## src/rtl/stack_program_loader_pkg.sv

```systemverilog
// Shared definitions for the stack machine and its program loader: opcodes, error codes, loader states.
// Pure declarations; no timing or flow-control behaviour of its own.
package stack_program_loader_pkg;

  localparam logic [3:0] OP_PUSHC   = 4'd0;
  localparam logic [3:0] OP_PUSHMEM = 4'd1;
  localparam logic [3:0] OP_POP     = 4'd2;
  localparam logic [3:0] OP_J       = 4'd3;
  localparam logic [3:0] OP_JZ      = 4'd4;
  localparam logic [3:0] OP_JS      = 4'd5;
  localparam logic [3:0] OP_ADD     = 4'd6;
  localparam logic [3:0] OP_SUB     = 4'd7;

  localparam logic [1:0] ERR_NONE = 2'd0;
  localparam logic [1:0] ERR_LEN  = 2'd1;
  localparam logic [1:0] ERR_OP   = 2'd2;
  localparam logic [1:0] ERR_CSUM = 2'd3;

  typedef enum logic [2:0] {
    ST_IDLE,
    ST_HDR,
    ST_OP,
    ST_VAL,
    ST_CSUM,
    ST_DONE,
    ST_ERR
  } state_e;

  function automatic logic op_legal(input logic [7:0] b, input logic [3:0] max_op);
    return (b[7:4] == 4'd0) && (b[3:0] <= max_op);
  endfunction

endpackage

```

## src/rtl/loader_csum.sv

```systemverilog
// 8-bit modulo-256 frame checksum accumulator with clear, add and compare-against-input.
// Sum updates on the edge after clr/add; match is combinational; no backpressure.
module loader_csum (
  input  logic       clk,
  input  logic       rstN,
  input  logic       clr,
  input  logic       add,
  input  logic [7:0] din,
  output logic [7:0] sum,
  output logic       match
);

  logic [7:0] sum_q, sum_d;

  always_comb begin
    sum_d = sum_q;
    if (clr)      sum_d = 8'd0;
    else if (add) sum_d = sum_q + din;
  end

  always_ff @(posedge clk) begin
    if (!rstN) sum_q <= 8'd0;
    else       sum_q <= sum_d;
  end

  assign sum   = sum_q;
  assign match = (din == sum_q);

endmodule

```

## src/rtl/stack_program_loader.sv

```systemverilog
// Framed byte-stream loader writing validated 12-bit instructions to imem; holds the CPU until a good load.
// Latency: im_we one cycle after each value byte, done/error one cycle after the last byte; in_ready only while framing.
module stack_program_loader
  import stack_program_loader_pkg::*;
#(
  parameter int DEPTH  = 32,
  parameter int ADDR_W = 5,
  parameter int MAX_OP = 7
) (
  input  logic              clk,
  input  logic              rstN,
  input  logic              start,
  input  logic [7:0]        in_data,
  input  logic              in_valid,
  output logic              in_ready,
  output logic              im_we,
  output logic [ADDR_W-1:0] im_addr,
  output logic [11:0]       im_data,
  output logic              cpu_rstN,
  output logic              busy,
  output logic              done,
  output logic              error,
  output logic [1:0]        err_code
);

  localparam int         CNT_W    = $clog2(DEPTH + 1);
  localparam logic [7:0] DEPTH_B  = 8'(DEPTH);
  localparam logic [3:0] MAX_OP_B = 4'(MAX_OP);

  state_e            state_q, state_d;
  logic [CNT_W-1:0]  rem_q, rem_d;
  logic [ADDR_W-1:0] addr_q, addr_d;
  logic [3:0]        op_q, op_d;
  logic              im_we_q, im_we_d;
  logic [ADDR_W-1:0] im_addr_q, im_addr_d;
  logic [11:0]       im_data_q, im_data_d;
  logic [1:0]        err_q, err_d;

  logic       xfer, csum_clr, csum_add, csum_match;
  logic [7:0] csum_sum;

  loader_csum u_csum (
    .clk   (clk),
    .rstN  (rstN),
    .clr   (csum_clr),
    .add   (csum_add),
    .din   (in_data),
    .sum   (csum_sum),
    .match (csum_match)
  );

  assign in_ready = (state_q == ST_HDR) || (state_q == ST_OP) ||
                    (state_q == ST_VAL) || (state_q == ST_CSUM);
  assign busy     = in_ready;
  assign done     = (state_q == ST_DONE);
  assign error    = (state_q == ST_ERR);
  // A restart from DONE pulls the CPU back into reset in the same cycle as the start pulse.
  assign cpu_rstN = done && !start;
  assign xfer     = in_valid && in_ready;

  always_comb begin
    state_d   = state_q;
    rem_d     = rem_q;
    addr_d    = addr_q;
    op_d      = op_q;
    im_we_d   = 1'b0;
    im_addr_d = im_addr_q;
    im_data_d = im_data_q;
    err_d     = err_q;
    csum_clr  = 1'b0;
    csum_add  = 1'b0;
    unique case (state_q)
      ST_IDLE, ST_DONE, ST_ERR: begin
        if (start) begin
          state_d  = ST_HDR;
          csum_clr = 1'b1;
          addr_d   = '0;
          err_d    = ERR_NONE;
        end
      end
      ST_HDR: begin
        if (xfer) begin
          if (in_data == 8'd0 || in_data > DEPTH_B) begin
            state_d = ST_ERR;
            err_d   = ERR_LEN;
          end else begin
            rem_d    = CNT_W'(in_data);
            csum_add = 1'b1;
            state_d  = ST_OP;
          end
        end
      end
      ST_OP: begin
        if (xfer) begin
          if (!op_legal(in_data, MAX_OP_B)) begin
            state_d = ST_ERR;
            err_d   = ERR_OP;
          end else begin
            op_d     = in_data[3:0];
            csum_add = 1'b1;
            state_d  = ST_VAL;
          end
        end
      end
      ST_VAL: begin
        if (xfer) begin
          csum_add  = 1'b1;
          im_we_d   = 1'b1;
          im_addr_d = addr_q;
          im_data_d = {op_q, in_data};
          addr_d    = addr_q + ADDR_W'(1);
          rem_d     = rem_q - CNT_W'(1);
          state_d   = (rem_q == CNT_W'(1)) ? ST_CSUM : ST_OP;
        end
      end
      ST_CSUM: begin
        if (xfer) begin
          if (csum_match) begin
            state_d = ST_DONE;
          end else begin
            state_d = ST_ERR;
            err_d   = ERR_CSUM;
          end
        end
      end
      default: state_d = ST_IDLE;
    endcase
  end

  always_ff @(posedge clk) begin
    if (!rstN) begin
      state_q   <= ST_IDLE;
      rem_q     <= '0;
      addr_q    <= '0;
      op_q      <= '0;
      im_we_q   <= 1'b0;
      im_addr_q <= '0;
      im_data_q <= '0;
      err_q     <= ERR_NONE;
    end else begin
      state_q   <= state_d;
      rem_q     <= rem_d;
      addr_q    <= addr_d;
      op_q      <= op_d;
      im_we_q   <= im_we_d;
      im_addr_q <= im_addr_d;
      im_data_q <= im_data_d;
      err_q     <= err_d;
    end
  end

  assign im_we    = im_we_q;
  assign im_addr  = im_addr_q;
  assign im_data  = im_data_q;
  assign err_code = err_q;

endmodule

```

## config.mk

```make
export PLATFORM = sky130hd
export DESIGN_NAME = stack_program_loader
export DESIGN_NICKNAME = d
export VERILOG_FILES = /design/src/rtl/stack_program_loader_pkg.sv /design/src/rtl/loader_csum.sv /design/src/rtl/stack_program_loader.sv
export SDC_FILE = /design/constraint.sdc
export NUM_CORES = 1
export LEC_CHECK = 0
export CORE_UTILIZATION = 45
export CTS_CLUSTER_DIAMETER = 60
export DETAILED_ROUTE_END_ITERATION = 6
export PLACE_DENSITY = 0.68
export SETUP_SLACK_MARGIN = 0.5
export SYNTH_ARGS = -nofsm -noshare
export SYNTH_HDL_FRONTEND = slang
export SYNTH_HIERARCHICAL = 1
export SYNTH_SLANG_ARGS = --single-unit
```

## constraint.sdc

```tcl
create_clock -name clk -period 3.3 [get_ports clk]
set_input_delay 0.495 -clock clk [delete_from_list [all_inputs] [get_ports clk]]
set_output_delay 0.495 -clock clk [all_outputs]
set_load 0.02 [all_outputs]
```

==> impl_results.md <==
* Grt ovf at 0
* Register area share after synthesis at 34.8%
* Dpl cells at 444
* Distinct cells, synth at 58
* Total GRT Usage at 21.8%
* First-pass GRT wire length at 10600 µm
* RSZ-0062 raised after global routing: false
* Async S/R FF share, synth at 0%
* Core area at 5570 µm²
* Avg Vias per Cell at 5.60
* Synth area leaders: dfxtp_1 (35%), nand2_1 (8.1%), a21oi_1 (6.6%), ha_1 (4.7%), nor2_1 (4.0%)
* Hold_buf cts at 0
* Initial DRC count at 235
* Initial Util at 47.4%
* Dominant cell type by area after synthesis: dfxtp_1
* # IOs at 37
* Sw frac at 35.9%
* Final setup vio count at 0
* Status: complete, no violations
* Die Width at 78.7 µm
* Root Buffer: clkbuf_8
* Clk slew on worst S/H paths at 0.09 ns
* Most numerous cell in the Yosys netlist: nand2_1
* Setup crit start kind: input pin
* Max_cap viols at 0
* Worst hold margin at 0.455 ns
* Hold crit path type: register to register
* WP data required at 3.48 ns
* Combinational share of power at 39.4%
* Synth Instances at 337
* Area taken by flip-flops and latches at 922 µm²
* Drc violations at 0
* NumNets Final at 404
* Total Power at 1.76 mW
* Critical-path maximum fanout at 7
* Syn nets at 360
* Layout cells sized above 1 at 9.95%
* Max-slew headroom at 57.3%
* Commonest register cell after synthesis: dfxtp_1
* Final period util at 81.4%
* DRT antenna net count at 0
* Dpl hpwl at 4580 µm
* Clock Skew at 0.00310 ns
* Average size of a mapped cell at 7.85 µm²
* Number of port buffers at 36
* Cts bufs inserted at 5
* CTS H-tree lvls at 2
* ANT cells at 0
* Clk sinks at 46
* Synthesis-stage register bit count at 46
* Pre-Repair DR Iteration Count at 5
* WL final at 6500 µm
* Max Root-Sink Buffers at 2
* Worst IR Drop VDD at 0.476 mV
* Chip height at 78.7 µm
* Synth top area share at 34.8%
* Clock network power share at 24.3%
* Vias in the first global route at 2210
* Sw power at 633 µW
* FMAX at 372 MHz
* Post-synthesis instance area at 2640 µm²
* Most frequent cells after synthesis: nand2_1 (57), dfxtp_1 (46), a21oi_1 (35), nor2_1 (28)
* Post-synth EDFFs at 0
* Part of the power in registers at 36.3%
* Leak at 1.20 nW
* Max Transition Viols Final at 0
* # rows at 27
* Die ar. at 6190 µm²
* Worst Setup End Kind: register
* Largest net degree at the start of global routing at 26
* Area grow syn2layout at 23.5%
* P_int at 1.13 mW
* Skew-Pair Late Insertion Delay at 0.31 ns
* Worst-Margin Slew at 0.634 ns
* Multi-input logic area at 1600 µm²
* Hold Vio Cnt, Final at 0
* Initial antenna violation count at 0
* GPL Wtd Cong at 0.839
* Synth Warn # at 6
* Routed wire per std cell at 14.3 µm
* Filler cells at 530
* Crit path time final at 2.68 ns
* TritonCTS clock tree: built
* Crit Path Class: input pin to register
* Power density over the cells at 539 nW/µm²
* Crit path DAT at 2.87 ns
* Post-Layout Cell Count at 454
* Vias at 2543
[metrics by stage]
step | setup WS [ns] | instance area (µm²) | util, % | setup TNS (ns)
floorplan | 0.526 | 2650 | - | 0
global placement | 0.000982 | 3130 | 56.2 | 0
detailed placement | -0.0177 | 3130 | 56.2 | -0.0219
CTS | 0.545 | 3260 | 58.5 | 0
global route | 0.517 | 3270 | 58.6 | 0
finish | 0.615 | 3270 | 58.6 | 0
[routing by layer]
metal  vias up  routed length (µm)  track usage (%)
met5         -                   0                0
met4         0                 119             8.52
met3        10                 410             4.42
met2        82                2890             34.0
met1      1169                3090             29.3
li1       1282                   -                -
[power by group through the flow]
stage	clock network, mW	registers [mW]	logic (mW)
after floorplan	0	0.649	0.504
after global placement	0	0.650	0.679
after detailed placement	0	0.651	0.685
after CTS	0.436	0.638	0.691
after global routing	0.463	0.646	0.757
final	0.429	0.639	0.694
[worst max-delay path, cell delays in order]
cell and delay (ns):
dlygate4sd2_1 0.24, or4_4 0.53, o21a_1 0.20, or4b_4 0.56, a21oi_4 0.22, nand3b_1 0.13, a21oi_1 0.13, a311o_1 0.15
o21ai_1 0.07, nor3b_1 0.14
[worst paths after layout]
path | from | end | slack, ns | depth (start not counted)
hold reg to reg | op_q[2] | im_data[10] | 0.46 | 2
setup / recovery | in_data[1] | u_csum/sum[7] | 0.62 | 10
setup reg to reg | state_q[0] | u_csum/sum[7] | 0.98 | 9
hold / removal | op_q[2] | im_data[10] | 0.46 | 2
[logic make-up after synthesis]
family,count (synthesis),share of synthesized area (%)
xor+xnor,9,2.98
simple gates,149,27.9
flops,46,34.8
compound gates,84,20.5
mux,8,3.03
fa+ha+maj,11,5.49
buf+inv,30,5.21
[state kept, by name, indices dropped and copies added, names as in the netlist]
| register | cells |
|---|---|
| addr_q | 5 |
| err_code | 2 |
| im_addr | 5 |
| im_data | 12 |
| im_we | 1 |
| op_q | 4 |
| rem_q | 6 |
| state_q | 3 |
| u_csum/sum | 8 |
[placed cells by master (no fill, tap or decap), types with 9 or more instances in the layout]
cell type,instances
a21oi_1,34
inv_1,11
clkdlybuf4s50_1,32
dfxtp_1,45
nand2_1,57
xnor2_1,9
ha_1,10
nor3_1,14
buf_4,19
nor2_1,28
o21ai_0,10
[area by class of cell]
type	instances	share of cell area [%]
multi-input combinational	261	48.9
sequential	46	28.2
timing repair buffer	55	15.4
tap	72	2.76
clock buffer	6	2.22
inverter	12	1.38
clock inverter	2	1.15
[repair_timing]
item                                    in CTS  in global routing
hold endpoints to repair                     0                  0
endpoints found under the setup margin       5                  7
setup buffers                                2                  0
pin swaps                                    6                  6
gates resized for setup                      5                  2
No activity file was read; power rests on OpenSTA's default activity.
